<file path="src/rtl/sysid_checker_pkg.sv">
// rtl/sysid_checker_pkg.sv - shared types and constants for the sysid checker
package sysid_checker_pkg;

  typedef enum logic [1:0] {
    IDLE  = 2'd0,
    RD_ID = 2'd1,
    RD_TS = 2'd2,
    DONE  = 2'd3
  } state_e;

  localparam logic SYSID_ADDR_ID = 1'b0;
  localparam logic SYSID_ADDR_TS = 1'b1;

  localparam int TMO_W = 16;

endpackage

</file>
<file path="src/rtl/sysid_timeout_ctr.sv">
// rtl/sysid_timeout_ctr.sv - loadable saturating stall counter with expiry flag
module sysid_timeout_ctr
  import sysid_checker_pkg::*;
#(
  parameter int unsigned TIMEOUT_CYCLES = 255
) (
  input  logic             clock,
  input  logic             reset_n,
  input  logic             clr_i,
  input  logic             en_i,
  input  logic             load_i,
  input  logic [TMO_W-1:0] load_val_i,
  output logic             expired_o
);

  localparam logic [TMO_W-1:0] LIMIT = TMO_W'(TIMEOUT_CYCLES);

  logic [TMO_W-1:0] count_q, count_d;

  // Clear beats load beats increment; the count never wraps past all-ones.
  always_comb begin
    count_d = count_q;
    if (clr_i) begin
      count_d = '0;
    end else if (load_i) begin
      count_d = load_val_i;
    end else if (en_i && (count_q != '1)) begin
      count_d = count_q + 1'b1;
    end
  end

  // Counter register.
  always_ff @(posedge clock or negedge reset_n) begin
    if (!reset_n) begin
      count_q <= '0;
    end else begin
      count_q <= count_d;
    end
  end

  assign expired_o = (count_q == LIMIT);

endmodule

</file>
<file path="config.mk">
export PLATFORM = sky130hd
export DESIGN_NAME = sysid_timeout_ctr
export DESIGN_NICKNAME = d
export VERILOG_FILES = /design/src/rtl/sysid_checker_pkg.sv /design/src/rtl/sysid_timeout_ctr.sv
export SDC_FILE = /design/constraint.sdc
export NUM_CORES = 1
export LEC_CHECK = 0
export CAP_MARGIN = 40
export CORE_ASPECT_RATIO = 0.75
export CORE_MARGIN = 5
export CORE_UTILIZATION = 50
export DETAILED_ROUTE_END_ITERATION = 10
export PLACE_DENSITY = 0.78
export SYNTH_ARGS = -nofsm -noshare
export SYNTH_HDL_FRONTEND = slang
export SYNTH_SLANG_ARGS = --single-unit
</file>
<file path="constraint.sdc">
create_clock -name clock -period 2.4 [get_ports clock]
set_clock_uncertainty 0.15 [all_clocks]
set_input_delay 0.48 -clock clock [delete_from_list [all_inputs] [get_ports clock]]
set_output_delay 0.48 -clock clock [all_outputs]
set_load 0.02 [all_outputs]
</file>
==> results.txt, run 1 <==
Maximum clock path buffer count = 2
Setup CP Type = flop to primary output
R2r endpoint = count_q[1]
DRT antenna net count = 0
Worst R2R Start = count_q[9]
Synth Register Bits = 16
First-pass GRT wire length = 5620 um
Share of post-route cells with drive strength above 1 = 16.9%
Critical path's largest stage delay = 440 ps
Max_slew headroom = 64.2%
Net count, final = 184
CP max FO = 5
Leakage power = 0.635 nW
Tot GR Track Use = 21.6%
Final slew viol count = 0
Setup tns final = 0 ps
Post-synth ARST share = 100%
Buffers on Ports = 21
Critical path capture point type = primary output
Most common cell after layout, fill and taps aside = clkdlybuf4s50_1
Initial Util = 52.7%
Register bank with the most flops = count_q
Die W = 67.0 um
Most used DFF post-synth = dfrtp_1
Mapped Cells = 131
Peak Freq = 447 MHz
Worst hold slack = 324 ps
Mapped Area = 0.00122 mm2
Final setup violation count = 0
R2R cell count = 6
Routed WL = 3220 um
Post-Place Setup Slack = 32.2 ps
CP max-delay cell = dfrtp_1
RSZ-0062 raised after global routing = no
Vias in the first global route = 1241
Die Span Y = 52.7 um
Most frequent cells in the layout = clkdlybuf4s50_1 (20), dfrtp_1 (16), buf_4 (12), inv_1 (11), nand2_1 (10)
PwrDens = 390 mW/mm2
DRC = 0
# hold bufs at CTS = 0
IR drop worst, VDD = 0.211 mV
Placed insts = 191
Final instance area = 0.00153 mm2
Reg2Reg Setup Slack = 230 ps
GPL Wtd Cong = 0.846
Initial antenna violation count = 0
Inserted Diodes = 0
WL/cell = 16.6 um
Largest register FFs = 16
DP Area = 0.00151 mm2
Iteration-0 DRC Markers = 88
Clock root buffer = clkbuf_4
Clk sinks = 16
DIE AREA = 0.00353 mm2
Max cap viols = 0
CTS tree = built
Hold Crit Class = input pin to async pin
Crit start category = flop
CORE AREA = 0.00231 mm2
Endpoints failing hold = 0
Synthesized area per cell = 9.29 um2
Layout Cells excl Fill = 194
Vias = 1219
Largest regs = count_q (16)
Num rows = 15
Period utilisation layout = 93.3%
Setup WS post-layout = 161 ps
Worst Path Arrival = 1610 ps
Synth Net Count = 153
Io pins = 22
DR pass1 iterations = 4
Critical path cell sequence = nor4_2 -> nand4_1 -> nor3_1 -> clkbuf_2
Synth Warn # = 0
Status = complete, no violations
Overflow after GRT = 0
Skew-Pair Late Insertion Delay = 300 ps
Register area share after synthesis = 32.9%
Yosys cell types = 48
Number of flops mapped to enable cells by yosys = 0
HPWL Detailed = 2380 um
Largest net degree at the start of global routing = 35
Worst endpoint required time = 1770 ps
Min cycle time layout = 2240 ps
Reg clk slew, reported paths = 100 ps
Area growth from synthesis to layout = 25.9%
Vias per inst = 6.28
Worst-margin pin slew = 533 ps
Htree depth = 1
CTS buffer count = 3
[routing by layer]
layer | wire (um) | global-route usage (%) | up-vias
li1 | - | - | 587
met1 | 1520 | 28.7 | 583
met2 | 1480 | 32.9 | 45
met3 | 191 | 6.22 | 4
met4 | 29 | 8.42 | 0
met5 | 0 | 0 | -
[repair_timing]
item	CTS	global route
resized for setup	4	1
buffers inserted	0	0
setup endpoints to repair	1	1
[worst max-delay path, delay by kind of cell (launching register included)]
family | cells | cell delay, ps
buffers and inverters | 1 | 210
flip-flops | 1 | 440
AND/OR/NAND/NOR | 3 | 670
[cell usage after synthesis, types with 2 or more instances]
cell / instances / area [um2]
and4_1: 3 / 26.3
a2111oi_0: 3 / 26.3
a211oi_1: 5 / 37.5
a311oi_1: 3 / 26.3
dfrtp_1: 16 / 400
a21oi_1: 2 / 10.0
nor4b_1: 5 / 43.8
buf_6: 3 / 33.8
a41oi_1: 3 / 26.3
o311a_1: 3 / 30.0
nor4_1: 3 / 18.8
nand3_1: 7 / 35.0
and3_1: 5 / 31.3
nand4_2: 2 / 25.0
nand2b_1: 3 / 18.8
nor3_1: 4 / 20.0
nor2b_1: 3 / 18.8
nand4_1: 4 / 25.0
nand2_1: 10 / 37.5
a32oi_1: 2 / 17.5
o211ai_1: 2 / 15.0
nor2_1: 2 / 7.51
a2111oi_1: 3 / 30.0
inv_1: 11 / 41.3
[cell families (layout without fill, tap and decap cells)]
group | count (synthesis) | after routing | synth area share [%]
fa+ha+maj | 1 | 1 | 1.03
buf+inv | 19 | 48 | 9.25
compound gates | 34 | 34 | 23.9
simple gates | 61 | 61 | 32.9
flops | 16 | 16 | 32.9
[through the flow]
| stage | total power, mW | util, % |
|---|---|---|
| 2_1_floorplan | 0.379 | - |
| 6_report | 0.598 | 66.4 |
| 4_1_cts | 0.601 | 66.6 |
| 3_5_place_dp | 0.449 | 65.4 |
| 3_3_place_gp | 0.444 | 65.4 |
| 5_1_grt | 0.628 | 66.4 |
[worst max path at each step]
| stage | startpoint | end | slack [ps] | cells after the start |
|---|---|---|---|---|
| CTS | count_q[14] | expired_o | 50 | 4 |
| finish | count_q[14] | expired_o | 160 | 4 |
| global placement | count_q[14] | expired_o | 90 | 4 |
| global route | count_q[0] | count_q[1] | 10 | 7 |
| floorplan | count_q[11] | expired_o | 420 | 4 |
| detailed placement | count_q[14] | expired_o | 30 | 4 |
[area by class of cell]
| cell class | instances | area, um2 |
|---|---|---|
| well taps | 34 | 42.5 |
| flip-flops and latches | 16 | 400 |
| inverters | 11 | 41.3 |
| multi-input cells | 96 | 711 |
| clock buffers | 3 | 22.5 |
| fillers | 196 | 776 |
| repair buffers | 34 | 315 |
[power breakdown]
part           internal (mW)  leakage [nW]  switching (mW)
logic                 0.0758         0.412          0.0615
clock network         0.0586        0.0138          0.0918
registers              0.288         0.209          0.0222
Power figures use the tool's default switching activity.
==> run 2, diff against run 1 <==
--- a/config.mk
+++ b/config.mk
@@ -9,6 +9,7 @@
 export CORE_ASPECT_RATIO = 0.75
 export CORE_MARGIN = 5
 export CORE_UTILIZATION = 50
+export CTS_CLUSTER_SIZE = 40
 export DETAILED_ROUTE_END_ITERATION = 10
 export PLACE_DENSITY = 0.78
 export SYNTH_ARGS = -nofsm -noshare
==> results of run 2 <==
The final DEF is identical to that of run 1; final timing and power are the same.
==> run 3, diff against run 2 <==
--- a/config.mk
+++ b/config.mk
@@ -8,10 +8,10 @@
 export CAP_MARGIN = 40
 export CORE_ASPECT_RATIO = 0.75
 export CORE_MARGIN = 5
-export CORE_UTILIZATION = 50
+export CORE_UTILIZATION = 30
 export CTS_CLUSTER_SIZE = 40
 export DETAILED_ROUTE_END_ITERATION = 10
-export PLACE_DENSITY = 0.78
+export PLACE_DENSITY = 0.52
 export SYNTH_ARGS = -nofsm -noshare
 export SYNTH_HDL_FRONTEND = slang
 export SYNTH_SLANG_ARGS = --single-unit
==> run 3 against run 2 <==
Worst hold slack gained 76 ps; die area grew 54%; global-route usage shrank 8.0 points; fmax shrank 1.4%; worst setup slack lost 31 ps; power grew 17%; final cell count grew 13%; count of clock-buffer cells in the layout grew 1; utilization shrank 26 points; design area grew 6.0%; critical path type unchanged; critical endpoint unchanged; largest cell class unchanged.
==> results.txt, run 3 (same netlist as run 1, synthesis figures left out) <==
Max cap viols = 0
Endpoints failing hold = 0
GPL Wtd Cong = 0.837
CP max-delay cell = dfrtp_1
Share of post-route cells with drive strength above 1 = 18.8%
Vias per inst = 5.50
Worst Path Arrival = 1640 ps
DR pass1 iterations = 4
Critical path cell sequence = nor4_2 -> nand4_1 -> nor3_1 -> dlygate4sd2_1
Sw Pwr = 0.187 mW
Peak Freq = 441 MHz
Overflow after GRT = 0
R2R cell count = 4
Inserted Diodes = 0
Iteration-0 DRC Markers = 69
CTS buffer count = 3
DRT antenna net count = 0
Initial Util = 30.6%
Buffers on Ports = 21
Vias = 1209
WL/cell = 16.4 um
DRC = 0
Largest regs = count_q (16)
Hold Crit Class = input pin to async pin
Largest net degree at the start of global routing = 35
Most common cell after layout, fill and taps aside = clkdlybuf4s50_1
Max_slew headroom = 71.6%
Period utilisation layout = 94.6%
Maximum clock path buffer count = 2
Skew-Pair Late Insertion Delay = 250 ps
Register bank with the most flops = count_q
Net count, final = 188
PwrDens = 431 mW/mm2
Clk sinks = 16
CP max FO = 5
CORE AREA = 0.00398 mm2
Largest register FFs = 16
First-pass GRT wire length = 5950 um
Most frequent cells in the layout = clkdlybuf4s50_1 (20), dfrtp_1 (16), buf_4 (16), inv_1 (11), nand2_1 (10)
DIE AREA = 0.00545 mm2
Switching Share = 26.7%
Routed WL = 3600 um
Num rows = 20
Final setup violation count = 0
Setup crit start = count_q[10]
Initial antenna violation count = 0
# hold bufs at CTS = 0
Final slew viol count = 0
Worst-margin pin slew = 416 ps
Critical path's largest stage delay = 440 ps
Logic pwr share = 20.8%
Worst R2R Start = count_q[7]
Htree depth = 1
Tot GR Track Use = 13.7%
RSZ-0062 raised after global routing = no
Leakage power = 0.674 nW
CTS resizes = 1
Min cycle time layout = 2270 ps
CTS tree = built
Clock root buffer = clkbuf_8
Area growth from synthesis to layout = 33.5%
Setup tns final = 0 ps
Vias in the first global route = 1198
Sequential share of power = 43.8%
Fill cell count = 405
Worst endpoint required time = 1770 ps
Crit start category = flop
Cell Int Power = 0.513 mW
Clock share of power = 35.3%
Critical path capture point type = primary output
Reg clk slew, reported paths = 70 ps
Post CTS Setup Buffer Count = 0
Io pins = 22
Setup CP Type = flop to primary output
Status = complete, no violations
IR drop worst, VDD = 0.234 mV
Die W = 83.6 um
Worst hold slack = 399 ps
HPWL Detailed = 2610 um
Die Span Y = 65.2 um
==> run 3: cell types whose count changed in the layout (fill, tap and decap cells not counted) <==
cell	change
buf_4	+4
clkbuf_8	+4
dlygate4sd2_1	+1
clkbuf_4	-3
clkbuf_2	-1
==> run 3: area by class of cell <==
| class | count | area [um2] | share of cell area (%) |
|---|---|---|---|
| well taps | 55 | 68.8 | 4.23 |
| flip-flops and latches | 16 | 400 | 24.6 |
| repair buffers | 38 | 349 | 21.5 |
| inverters | 11 | 41.3 | 2.54 |
| clock buffers | 4 | 55.1 | 3.39 |
| multi-input cells | 96 | 711 | 43.7 |
==> run 3: routing by layer <==
layer	track usage, %	share of wire, %	up-vias
met5	0	0	-
met4	1.81	0.47	0
met3	3.88	6.7	2
met2	21.0	41	39
met1	19.6	52	573
li1	-	-	595
==> run 3: worst paths after layout <==
| path | to | slack [ps] |
|---|---|---|
| setup reg to reg | count_q[10] | 260 |
| hold reg to reg | count_q[0] | 540 |
| min in group clock | count_q[0] | 540 |
| max in group asynchronous | count_q[11] | 1510 |
| setup / recovery | expired_o | 130 |
| hold / removal | count_q[0] | 400 |
==> run 3: power by group through the flow <==
stage	Clock [mW]	Sequential, mW	Combinational, mW
after floorplan	0	0.310	0.0689
after global placement	0	0.310	0.143
after detailed placement	0	0.310	0.145
after CTS	0.253	0.306	0.146
after global routing	0.268	0.310	0.161
final	0.247	0.307	0.146
==> run 3: per-stage QoR <==
stage                     setup WS, ps  power, mW  area (um2)  util [%]  instances
after global placement            91.9      0.453        1570      39.3        216
after global routing              17.9      0.739        1630      40.8        220
final                              130      0.700        1630      40.8        220
after floorplan                    424      0.379        1220         -        131
after CTS                         89.8      0.705        1620      40.7        220
after detailed placement          84.0      0.455        1570      39.3        216
==> run 3: worst max-delay path: cells and delay by family (launching register included) <==
kind | cells | cell delay, ps
simple gates | 3 | 580
flops | 1 | 440
buf+inv | 1 | 360
